==> src/rtl/i2c_frame_parser.sv <==
// i2c_frame_parser: turns a stream of decoded I2C bus symbols (START, bit 1,
// bit 0, STOP) into framed bytes. Address and data bytes are reported with
// their acknowledge bit, a per-frame data byte index and error pulses for
// malformed traffic.
//
// Handshake: a symbol is consumed on every rising clock edge where sym_valid
// is 1; sym_data is ignored otherwise. There is no backpressure. Every output
// is registered, so each pulse (byte_valid, frame_start, frame_stop, err)
// appears exactly one cycle after the symbol that caused it. Each pulse lasts
// one cycle, and there is no ready signal.
//
// The FSM state is held in the named enum register 'state' so that checkers
// can bind to it directly.
module i2c_frame_parser #(
  parameter logic [6:0] DEV_ADDR = 7'h3C
) (
  input  logic       clock,
  input  logic       rst,
  input  logic [2:0] sym_data,
  input  logic       sym_valid,
  output logic [7:0] byte_data,
  output logic       byte_valid,
  output logic       byte_is_addr,
  output logic       byte_ack,
  output logic [7:0] byte_index,
  output logic       rw,
  output logic       addr_match,
  output logic       busy,
  output logic       frame_start,
  output logic       frame_stop,
  output logic       err,
  output logic [1:0] err_code
);

  localparam logic [2:0] SYM_START = 3'd1;
  localparam logic [2:0] SYM_BIT1  = 3'd2;
  localparam logic [2:0] SYM_BIT0  = 3'd3;
  localparam logic [2:0] SYM_STOP  = 3'd4;

  localparam logic [1:0] ERR_TRUNC   = 2'd1;
  localparam logic [1:0] ERR_OUTSIDE = 2'd2;
  localparam logic [1:0] ERR_BADSYM  = 2'd3;

  typedef enum logic [2:0] {
    IDLE,
    ADDR,
    ACK_A,
    DATA,
    ACK_D,
    HOLD
  } state_t;

  state_t     state;
  logic [7:0] shift_reg;
  logic [2:0] bit_cnt;

  logic bit_val;
  logic truncated;

  // Value carried by a bit symbol, and whether a START or STOP now would cut a byte short.
  always_comb begin
    bit_val   = (sym_data == SYM_BIT1);
    truncated = (((state == ADDR) || (state == DATA)) && (bit_cnt != 3'd0)) ||
                (state == ACK_A) || (state == ACK_D);
  end

  // Symbol-driven frame FSM with registered outputs and pulses.
  always_ff @(posedge clock) begin
    if (rst) begin
      state        <= IDLE;
      shift_reg    <= 8'd0;
      bit_cnt      <= 3'd0;
      byte_data    <= 8'd0;
      byte_valid   <= 1'b0;
      byte_is_addr <= 1'b0;
      byte_ack     <= 1'b0;
      byte_index   <= 8'd0;
      rw           <= 1'b0;
      addr_match   <= 1'b0;
      busy         <= 1'b0;
      frame_start  <= 1'b0;
      frame_stop   <= 1'b0;
      err          <= 1'b0;
      err_code     <= 2'd0;
    end else begin
      byte_valid  <= 1'b0;
      frame_start <= 1'b0;
      frame_stop  <= 1'b0;
      err         <= 1'b0;
      err_code    <= 2'd0;
      if (sym_valid) begin
        case (sym_data)
          SYM_START: begin
            if (truncated) begin
              err      <= 1'b1;
              err_code <= ERR_TRUNC;
            end
            state       <= ADDR;
            bit_cnt     <= 3'd0;
            shift_reg   <= 8'd0;
            byte_index  <= 8'd0;
            busy        <= 1'b1;
            frame_start <= 1'b1;
          end
          SYM_STOP: begin
            // A STOP with no open frame is silently dropped.
            if (state != IDLE) begin
              if (truncated) begin
                err      <= 1'b1;
                err_code <= ERR_TRUNC;
              end
              state      <= IDLE;
              bit_cnt    <= 3'd0;
              shift_reg  <= 8'd0;
              busy       <= 1'b0;
              addr_match <= 1'b0;
              rw         <= 1'b0;
              frame_stop <= 1'b1;
            end
          end
          SYM_BIT1, SYM_BIT0: begin
            case (state)
              IDLE: begin
                err      <= 1'b1;
                err_code <= ERR_OUTSIDE;
              end
              ADDR, DATA: begin
                shift_reg <= {shift_reg[6:0], bit_val};
                if (bit_cnt == 3'd7) begin
                  bit_cnt <= 3'd0;
                  state   <= (state == ADDR) ? ACK_A : ACK_D;
                end else begin
                  bit_cnt <= bit_cnt + 3'd1;
                end
              end
              ACK_A: begin
                byte_valid   <= 1'b1;
                byte_data    <= shift_reg;
                byte_ack     <= ~bit_val;
                byte_is_addr <= 1'b1;
                rw           <= shift_reg[0];
                addr_match   <= (shift_reg[7:1] == DEV_ADDR);
                state        <= bit_val ? HOLD : DATA;
              end
              ACK_D: begin
                byte_valid   <= 1'b1;
                byte_data    <= shift_reg;
                byte_ack     <= ~bit_val;
                byte_is_addr <= 1'b0;
                if (byte_index != 8'hFF) begin
                  byte_index <= byte_index + 8'd1;
                end
                state <= bit_val ? HOLD : DATA;
              end
              default: begin
                // HOLD: bits after a NACK are not ours; wait for START/STOP.
              end
            endcase
          end
          default: begin
            err      <= 1'b1;
            err_code <= ERR_BADSYM;
          end
        endcase
      end
    end
  end

endmodule
==> config.mk <==
export PLATFORM = sky130hd
export DESIGN_NAME = i2c_frame_parser
export DESIGN_NICKNAME = d
export VERILOG_FILES = /design/src/rtl/i2c_frame_parser.sv
export SDC_FILE = /design/constraint.sdc
export NUM_CORES = 1
export LEC_CHECK = 0
export CAP_MARGIN = 30
export CORE_MARGIN = 1
export CORE_UTILIZATION = 35
export CTS_CLUSTER_SIZE = 12
export DETAILED_ROUTE_END_ITERATION = 10
export SLEW_MARGIN = 20
export SYNTH_ARGS = -nofsm -noshare
export SYNTH_HDL_FRONTEND = slang
export SYNTH_SLANG_ARGS = --single-unit
==> constraint.sdc <==
create_clock -name clock -period 2.6 [get_ports clock]
set_input_delay 0.52 -clock clock [delete_from_list [all_inputs] [get_ports clock]]
set_output_delay 0.52 -clock clock [all_outputs]
set_load 0.03 [all_outputs]
After elaboration in Yosys (flattened, before gate mapping)
Cells that the tools add are included.
{"block": "word_totals", "reg_bits": 41, "input_bits": 6}
{"block": "classes", "mux": 33, "n_reduce_logical": 25, "addsub": 2, "bitwise_logic": 4, "eq_ne": 18}
{"op": "2-to-1 mux 8 bit", "count": 4}
{"op": "case mux 8 bit (3 select lines)", "count": 1}
{"op": "2-to-1 mux 3 bit", "count": 6}
{"op": "case mux 3 bit (3 select lines)", "count": 2}
{"op": "case mux 8 bit (2 select lines)", "count": 1}
{"op": "== test 3 x 2 -> 1 bit (second input constant)", "count": 4}
{"op": "AND reduction 4 bit", "count": 3}
{"op": "2-to-1 mux 1 bit", "count": 11}
{"op": "== test 3 bit (second input constant)", "count": 3}
{"op": "AND reduction 3 bit", "count": 3}
{"op": "nonzero test 3 bit", "count": 3}
{"op": "adder 8 x 1 -> 8 bit (second input constant)", "count": 1}
{"op": "inequality test 2 bit (second input constant)", "count": 4}
{"op": "inequality test 8 bit (second input constant)", "count": 1}
{"op": "case mux 1 bit (2 select lines)", "count": 4}
{"op": "nonzero test 2 bit", "count": 4}
{"op": "OR reduction 2 bit", "count": 4}
{"op": "== test 7 x 6 -> 1 bit (second input constant)", "count": 1}
{"op": "== test 3 x 1 -> 1 bit (second input constant)", "count": 2}
{"op": "case mux 2 bit (3 select lines)", "count": 1}
{"op": "case mux 3 bit (2 select lines)", "count": 1}
{"op": "OR reduction 3 bit", "count": 2}
{"op": "AND reduction 5 bit", "count": 1}
{"op": "inverter 1 bit", "count": 4}
{"op": "other kinds (9)", "count": 11}

Depth between registers and ports, before layout
{"block": "logic_depth", "word_depth": 8, "depth_mapped": 7, "depth_no_buf": 6}

Least setup slack after synthesis
OpenSTA, ideal clock, no wires.
{"block": "synth_timing", "kind": "in2reg", "startpoint": "in sym_data[0]", "endpoint": "reg state[0]", "slack_ps": 806, "n_path_buf": 1, "cell_stages": 6, "arrival_ps": 1677, "path_cell_list": "buf_2 -> nor3b_4 -> a21oi_1 -> o221ai_4 -> o311ai_1 -> a32o_1"}
{"block": "synth_via", "elab_chain_cells": 4, "word_cells_on_any_way": 11, "cone_classes": "eq/ne: 7; mux: 1; reduce/logical: 3"}
{"element": "from (decl)", "line_no": "19", "source": "input logic [2:0] sym_data,"}
{"element": "== test 3 x 2 -> 1 bit", "line_no": "92", "source": "case (sym_data)"}
{"element": "OR reduction 2 bit", "line_no": "92"}
{"element": "inequality test 3 bit (no source line), or another cell as far along"}
{"element": "AND reduction 5 bit (no source line)"}
{"element": "to (signal assigned)", "line_no": "131", "source": "state <= (state == ADDR) ? ACK_A : ACK_D;"}
{"element": "to (signal assigned)", "line_no": "143", "source": "state <= bit_val ? HOLD : DATA;"}
{"element": "to (signal assigned)", "line_no": "153", "source": "state <= bit_val ? HOLD : DATA;"}
{"element": "to (decl)", "line_no": "53", "source": "state_t state;"}
Several ways; a longest one is shown, not always the timed one.
A chain may end at the register's enable or synchronous reset.

Final worst setup path
{"block": "layout_timing", "startpoint": "in sym_data[2]", "endpoint": "reg state[0]"}
Same word-level chain as after synthesis.

==> flow_metrics.tcl <==
set metrics [dict create \
    status "finished clean" \
    die_h_microns 77.3 \
    hold_viol 0 \
    ys_ff_latch 41 \
    synth_xor_area_frac 0.00441 \
    ys_seq_area_frac 0.414 \
    cp.required_ns 2.79 \
    max_freq_ghz 0.470 \
    viasPerCell 5.24 \
    hold_end "byte_index[1]" \
    period_share 0.818 \
    fin_worst_skew_ns 0.00432 \
    synthMuxAreaShare 0.0656 \
    final_util 0.460 \
    globalRouteTotalUtil 0.170 \
    grt_pass1_vias 1622 \
    p_comb_frac 0.102 \
    dr_total_vias 1761 \
    io_buffers 32 \
    cts_buffers 5 \
    syn_avg_cell_area_sq_um 8.70 \
    postCtsSetupRepairBufs 0 \
    layout-drive-gt1-share 0.0909 \
    synth_edf_count 0 \
    wl_per_cell_microns 13.8 \
    initial_core_util 0.363 \
    ant_nets 0 \
    row_count 27 \
    yosys_warnings 0 \
    min_from "byte_index[1]" \
    path_cells "clkdlybuf4s50_1, nor2b_1, a21oi_1, o221ai_4, o311ai_1, a32o_1" \
    crit_type "input port to flip-flop" \
    finalSetupViolations 0 \
    crit_path_end_kind "flip-flop" \
    dieArea_sq_um 5970 \
    cts.sinks 41 \
    min_path_cells 2 \
    post_cts_resized 0 \
    detail_route.first_pass.iterations 4 \
    clockPowerShare 0.401 \
    antenna_cells 0 \
    reg2regPathDepth 5 \
    synth_top_family_by_area "simple AND/OR/NAND/NOR gates" \
    syn_inst 228 \
    r2r-end "byte_index[4]" \
    critPathMaxFanout 6 \
    power_switching_mw 0.314 \
    timing.slew.headroom 0.676 \
    clock_path_buffers 2 \
    peakVddDrop_mv 0.382 \
    fill_cells 563 \
    clock-root-buffer "clkbuf_8" \
    synth_fp_nets 238 \
    netSwitchingFraction 0.244 \
    drv_cap 0 \
    timing.rr.start "byte_index[0]" \
    worst_pin_slew_ns 0.482 \
    area_delta_synth_final_pct 27.0 \
    cp-startpoint "sym_data[2]" \
    yosys.area_share.simple 0.222 \
    ys_dominant_reg_cell "dfxtp_1" \
    p_int_mw 0.972 \
    r2r_slack_ns 0.88 \
    drc 0 \
    multiInputGateArea_sq_um 1050 \
    overflow 0 \
    p_leak_nw 0.941 \
    final_common_cell "dfxtp_1" \
    synth_compound_area_frac 0.211 \
    cts_tree "done" \
    io_pins 33 \
    antenna_found_initial 0 \
    slowest_stage "clkdlybuf4s50_1" \
    seq_power_share 0.497 \
    cp-start-kind "input port" \
    drt_iter0_drc 157 \
    cts_hold_buffers 0 \
    syn-cell-area_sq_um 1980 \
    final_cell_mix "dfxtp_1 (41), clkdlybuf4s50_1 (32), nor2_1 (27)" \
    synthArstFlopShare 0 \
    clock_latency_ns 0.29 \
    slew_viol_final 0 \
    grt_pass1_wl_mm 8.11 \
    crit_arrival_ns 2.31 \
    fin_tns_setup_ns 0 \
    cts_max_level 2 \
    nets 273 \
    synth-adder-area-share 0.0252 \
    fp.dieW_microns 77.3 \
    rsz0062_at_grt "no" \
    seq_area_sq_um 821 \
    drt-total-wl_mm 4.63 \
    grt_max_degree 32 \
    final_area_sq_um 2520 \
    power.density_nw_per_um2 511 \
    dp_hpwl_mm 3.07 \
    hp-class "flip-flop to flip-flop" \
    dpl_cell_area_sq_um 2410 \
    min_period_ns 2.13 \
    clkSlewWorstSetupHoldPaths_ns 0.08 \
    place.gp.congestion 0.763 \
    yosysUniqueCellTypes 45 \
    core_area_sq_um 5470 \
    slowest_delay_ns 0.54 \
]
-- worst max-delay path, delay by kind of cell --
| kind | cells | cell delay [ns] |
|---|---|---|
| compound gates | 4 | 0.85 |
| buf+inv | 1 | 0.54 |
| simple gates | 1 | 0.40 |
-- Yosys cell counts (5+ instances only) --
master,n,area [sq um]
and2_1,6,37.5
a41o_1,6,60.1
buf_2,5,25.0
nor2_1,27,101
mux2i_1,13,130
clkbuf_1,6,22.5
nor3_1,9,45.0
o21ai_0,8,40.0
nand2_1,18,67.6
dfxtp_1,41,821
inv_1,6,22.5
nand3_1,11,55.1
a21oi_1,17,85.1
-- layer usage --
layer | routed length, microns | vias up | GRT usage
met5 | 0 | - | 0
met4 | 59 | 0 | 0.0509
met3 | 163 | 6 | 0.0333
met2 | 1990 | 35 | 0.247
met1 | 2420 | 837 | 0.249
li1 | - | 883 | -
-- metrics by stage --
stage | hold WS [ns] | setup WS, ns | power (mW) | instances
2_1_floorplan | 0.444 | 0.806 | 0.740 | 228
3_3_place_gp | 0.473 | 0.231 | 0.784 | 328
3_5_place_dp | 0.475 | 0.189 | 0.784 | 328
4_1_cts | 0.485 | 0.489 | 1.30 | 336
5_1_grt | 0.519 | 0.347 | 1.34 | 336
6_report | 0.482 | 0.474 | 1.29 | 336
-- final cells by class --
cell class                      count  share of cell area
Clock buffer                        6              0.0288
Inverter                            7              0.0104
Multi-Input combinational cell    164               0.416
Sequential cell                    41               0.326
Tap cell                           72              0.0357
Timing Repair Buffer               44               0.168
Clock inverter                      2              0.0154
-- cell families (layout without fill, tap and decap cells) --
logic type,count (synthesis),count (layout)
AO/OA/AOI/OAI,57,57
buffers and inverters,23,59
XOR/XNOR,1,1
adder cells (fa/ha/maj),4,4
AND/OR/NAND/NOR,89,89
flip-flops,41,41
multiplexers,13,13
-- power groups by stage --
stage	Combinational (mW)	Clock [mW]	Sequential, mW
3_3_place_gp	0.130	0	0.654
5_1_grt	0.144	0.556	0.640
6_report	0.132	0.516	0.639
2_1_floorplan	0.0798	0	0.660
4_1_cts	0.131	0.525	0.639
3_5_place_dp	0.130	0	0.654
-- worst max-delay path by stage --
stage                    end  slack (ns)  depth (start not counted)
3_3_place_gp        byte_ack        0.23                          7
5_1_grt        byte_index[7]        0.35                          6
2_1_floorplan       state[0]        0.81                          6
6_report            state[0]        0.47                          6
4_1_cts             state[0]        0.49                          6
3_5_place_dp        state[0]        0.19                          6
Note: power is estimated with default switching activity, not from simulation.
==> patch 1 (config.mk and constraints unchanged) <==
Make the reset (`rst`) asynchronous in one clocked block.
--- a/src/rtl/i2c_frame_parser.sv
+++ b/src/rtl/i2c_frame_parser.sv
@@ -67,3 +67,3 @@
   // Symbol-driven frame FSM with registered outputs and pulses.
-  always_ff @(posedge clock) begin
+  always_ff @(posedge clock or posedge rst) begin
     if (rst) begin
Formal check against the unedited RTL: differs if rst is asserted again (counterexample within 4 cycles, from zero or initial values and one cycle with rst high); with rst held inactive, the same outputs for 10 cycles.
==> patch 1 against the original RTL <==
Fmax decreased by 1.2%; final area increased by 7.1%; sequential cell count unchanged; clock skew is 0.0048 ns higher; sequential share of layout area increased by 5.4 points; worst setup slack got worse by 0.026 ns; synthesized area is 11% higher; worst hold slack gained 0.031 ns; first-iteration DRC count down 72%; register-to-register slack worse by 0.25 ns; wire length fell by 3.6%.
Power is not compared: it rests on default switching activity, and its combinational part moved more than twofold at a synthesized area within 25%.
==> patch 1: results (changes against the original RTL) <==
* Status: finished clean
* GRT Util Overall at 15.7% (-1.2 points)
* Synth area leaders: dfrtp_1, mux2_2, o31ai_1
* Yosys cell types at 48 (+6.7%)
* Syn_nets at 217 (-8.8%)
* DR WL/cell at 14.0 µm (+1.8%)
* Syn Area/Cell at 10.6 µm² (+22%)
* Post-Place Worst Slack at 0.142 ns (-0.0471 ns)
* Filler cells at 572 (+1.6%)
* Crit path max-delay family: buffers and inverters
* Post-placement cell count at 310 (-5.5%)
* Final WL at 4460 µm (-3.6%)
* Final hold slack at 0.514 ns (+0.0313 ns)
* Fraction of registers with async set/reset at 100% (+100 points)
* Worst R2R Start: state[0]
* Share of cells above drive strength 1 at 16.5% (+7.4 points)
* RR Endpoint: state[0]
* Reg2reg path depth at 4 (-1)
* First DRT Iteration DRCs at 44 (-72%)
* First-pass GRT wire length at 7940 µm (-2.1%)
* Avg Vias per Cell at 5.25 (+0.20%)
* Hold-critical path endpoint: byte_data[3]
* Max Fanout on Critical Path at 10 (+4)
* Nets at 252 (-7.7%)
* Largest net degree at the start of global routing at 42 (+31%)
* Register-to-Register Setup Slack at 0.63 ns (-0.25 ns)
* GPL Wtd Cong at 0.809 (+6.0%)
-- patch 1: changes by cell type in the layout (fill, tap and decap cells not counted), moves of 9 or more --
| cell | unedited run | this run |
|---|---|---|
| nor2_1 | 27 | 15 |
| o31ai_1 | 2 | 14 |
| dfxtp_1 | 41 | 0 |
| mux2_2 | 0 | 13 |
| nand3_1 | 11 | 2 |
| dfrtp_1 | 0 | 41 |
| a21oi_1 | 17 | 6 |
-- patch 1: how the worst max path moves through the flow --
stage | start | endpoint | slack (ns) | cells after the start
floorplan | byte_index[0] | byte_index[3] | 0.57 | 7
global placement | sym_data[2] | state[0] | 0.17 | 6
detailed placement | sym_data[1] | state[0] | 0.14 | 6
CTS | sym_data[1] | state[0] | 0.45 | 6
global route | sym_data[1] | byte_index[1] | 0.33 | 6
finish | sym_data[1] | state[0] | 0.45 | 6
-- patch 1: cell type report --
cell class                 count  share of cell area [%]
clock buffer                   6                    3.06
timing repair buffer          43                    14.9
inverter                      11                    1.53
clock inverter                 2                   0.510
tap                           75                    3.48
sequential                    41                    38.0
multi-input combinational    140                    38.5
-- patch 1: kinds of logic after synthesis --
| kind of cell | synth area share, % |
|---|---|
| muxes | 12.9 |
| DFF | 46.8 |
| buffers and inverters | 5.87 |
| AOI/OAI and AO/OA | 14.3 |
| and+or+nand+nor | 17.5 |
| adders and majority gates | 2.28 |
| xor gates and xnor gates | 0.399 |
-- patch 1: through the flow --
stage / area [µm²] / total power (W)
floorplan: 2190 / 0.00116
global placement: 2600 / 0.00133
detailed placement: 2600 / 0.00134
CTS: 2700 / 0.00178
global route: 2700 / 0.00187
finish: 2700 / 0.00177
-- patch 1: worst reg2reg max path: stages (launching register included) --
cell and delay, ns:
dfrtp_1 0.63, or3b_1 0.38, nor2_1 0.07, o31ai_1 0.40, mux2_2 0.38
-- patch 1: routing by layer --
metal  share of wire [%]  vias up  track usage [%]
met1                  49      794             21.3
met2                  45       51             24.5
met3                 4.5        9             3.48
met5                   0        -                0
li1                    -      816                -
met4                 1.4        0             5.54
-- patch 1: power by group through the flow --
stage / Clock (W) / Combinational, W / Sequential (W)
floorplan: 0 / 0.000303 / 0.000859
global placement: 0 / 0.000512 / 0.000818
detailed placement: 0 / 0.000521 / 0.000819
CTS: 0.000454 / 0.000524 / 0.000807
global route: 0.000474 / 0.000571 / 0.000822
finish: 0.000438 / 0.000520 / 0.000807
==> patch 2 (config.mk and constraints unchanged) <==
Without the edit above. Re-encode `state_t` (6 states) as one-hot, 6 bits wide.
--- a/src/rtl/i2c_frame_parser.sv
+++ b/src/rtl/i2c_frame_parser.sv
@@ -43,9 +43,9 @@
 
-  typedef enum logic [2:0] {
-    IDLE,
-    ADDR,
-    ACK_A,
-    DATA,
-    ACK_D,
-    HOLD
+  typedef enum logic [5:0] {
+    IDLE  = 6'b000001,
+    ADDR  = 6'b000010,
+    ACK_A = 6'b000100,
+    DATA  = 6'b001000,
+    ACK_D = 6'b010000,
+    HOLD  = 6'b100000
   } state_t;
Behaviour: same outputs for any inputs over 10 cycles, from zero or initial values and one cycle with rst high; not proved beyond that.
==> patch 2 against the original RTL <==
Synthesized cell count increased by 13%; worst setup slack worse by 0.056 ns; total power is 4.1% higher; critical path depth down 1; critical endpoint is now shift_reg[2]; worst hold slack worse by 0.0016 ns; core utilization fell by 1.1 points; sequential cell count up 3; count of clock-buffer cells in the layout stayed put; largest cell class unchanged; first-iteration DRC count fell by 18%; synthesized area increased by 17%; wire length rose by 25%; highest routed layer unchanged; final area rose by 14%.
==> patch 2: results (changes against the original RTL) <==
* Status: finished clean
* Register area share after synthesis at 37.8% (-3.6 points)
* Nets at 303 (+11%)
* Clock-cell share at 3.75% (-0.67 points)
* WP data arrival at 2.40 ns (+0.09 ns)
* Synth area leaders: dfxtp_1, mux2i_1, nand2_1
* GRT Util Overall at 17.0% (+0.069 points)
* Syn_nets at 268 (+13%)
* Fraction of area in multi-input gates at 46.0% (+4.4 points)
* Yosys cell types at 54 (+20%)
* Crit. Startpoint: sym_data[1]
* Worst-case vdd ir drop at 0.000302 V (-21%)
* Comb_multi_in at 187 (+14%)
* Skew final at 0.00192 ns (-0.00241 ns)
* Max Fanout on Critical Path at 12 (+6)
* Signal buffers share of area at 14.7% (-2.0 points)
* CTS sink count at 44 (+7.3%)
* First DRT Iteration DRCs at 129 (-18%)
* Routed vias at 2079 (+18%)
* Post-Layout Cell Count at 371 (+10%)
* LEAKAGE at 1.08 nW (+15%)
* Seq. cell area at 881 µm² (+7.3%)
* Post-Place Worst Slack at 0.107 ns (-0.0820 ns)
* Post-placement cell count at 363 (+11%)
* Largest net degree at the start of global routing at 15 (-53%)
==> patch 2: power by group <==
part / internal [W] / switching [W]
registers: 0.000680 / 0.00000640
logic: 0.0000550 / 0.0000844
clock network: 0.000285 / 0.000229
total: 0.00102 / 0.000320
==> patch 2: layer usage <==
| metal | wire (µm) | share of wire [%] | track usage (%) |
|---|---|---|---|
| met5 | 0 | 0 | 0 |
| met4 | 60 | 1.0 | 6.01 |
| met3 | 322 | 5.6 | 3.76 |
| met2 | 2760 | 48 | 27.4 |
| met1 | 2650 | 46 | 22.4 |
==> patch 2: cells by family after synthesis <==
| family | share of synthesized area, % |
|---|---|
| flops | 37.8 |
| mux | 7.30 |
| fa+ha+maj | 2.15 |
| xor+xnor | 1.50 |
| buf+inv | 5.64 |
| simple gates | 25.8 |
| compound gates | 19.8 |
==> patch 2: critical path, delay by kind of cell <==
family          cells  cell delay [ns]
compound gates      1             0.36
buf+inv             1             0.58
mux                 1             0.22
simple gates        2             0.72
==> patch 2: worst paths after layout <==
check | endpoint | slack (ns) | depth (start not counted)
hold reg to reg | addr_match | 0.48 | 2
setup / recovery | shift_reg[2] | 0.42 | 5
hold / removal | addr_match | 0.48 | 2
setup reg to reg | shift_reg[4] | 0.69 | 4
==> patch 2: per-stage QoR <==
| step | cell area [µm²] | hold slack, ns | power (W) | util (%) |
|---|---|---|---|---|
| 3_3_place_gp | 2760 | 0.465 | 0.000840 | 43.2 |
| 6_report | 2870 | 0.481 | 0.00134 | 44.9 |
| 4_1_cts | 2870 | 0.483 | 0.00136 | 44.9 |
| 3_5_place_dp | 2760 | 0.461 | 0.000840 | 43.2 |
| 2_1_floorplan | 2330 | 0.447 | 0.000792 | - |
| 5_1_grt | 2870 | 0.514 | 0.00140 | 44.9 |
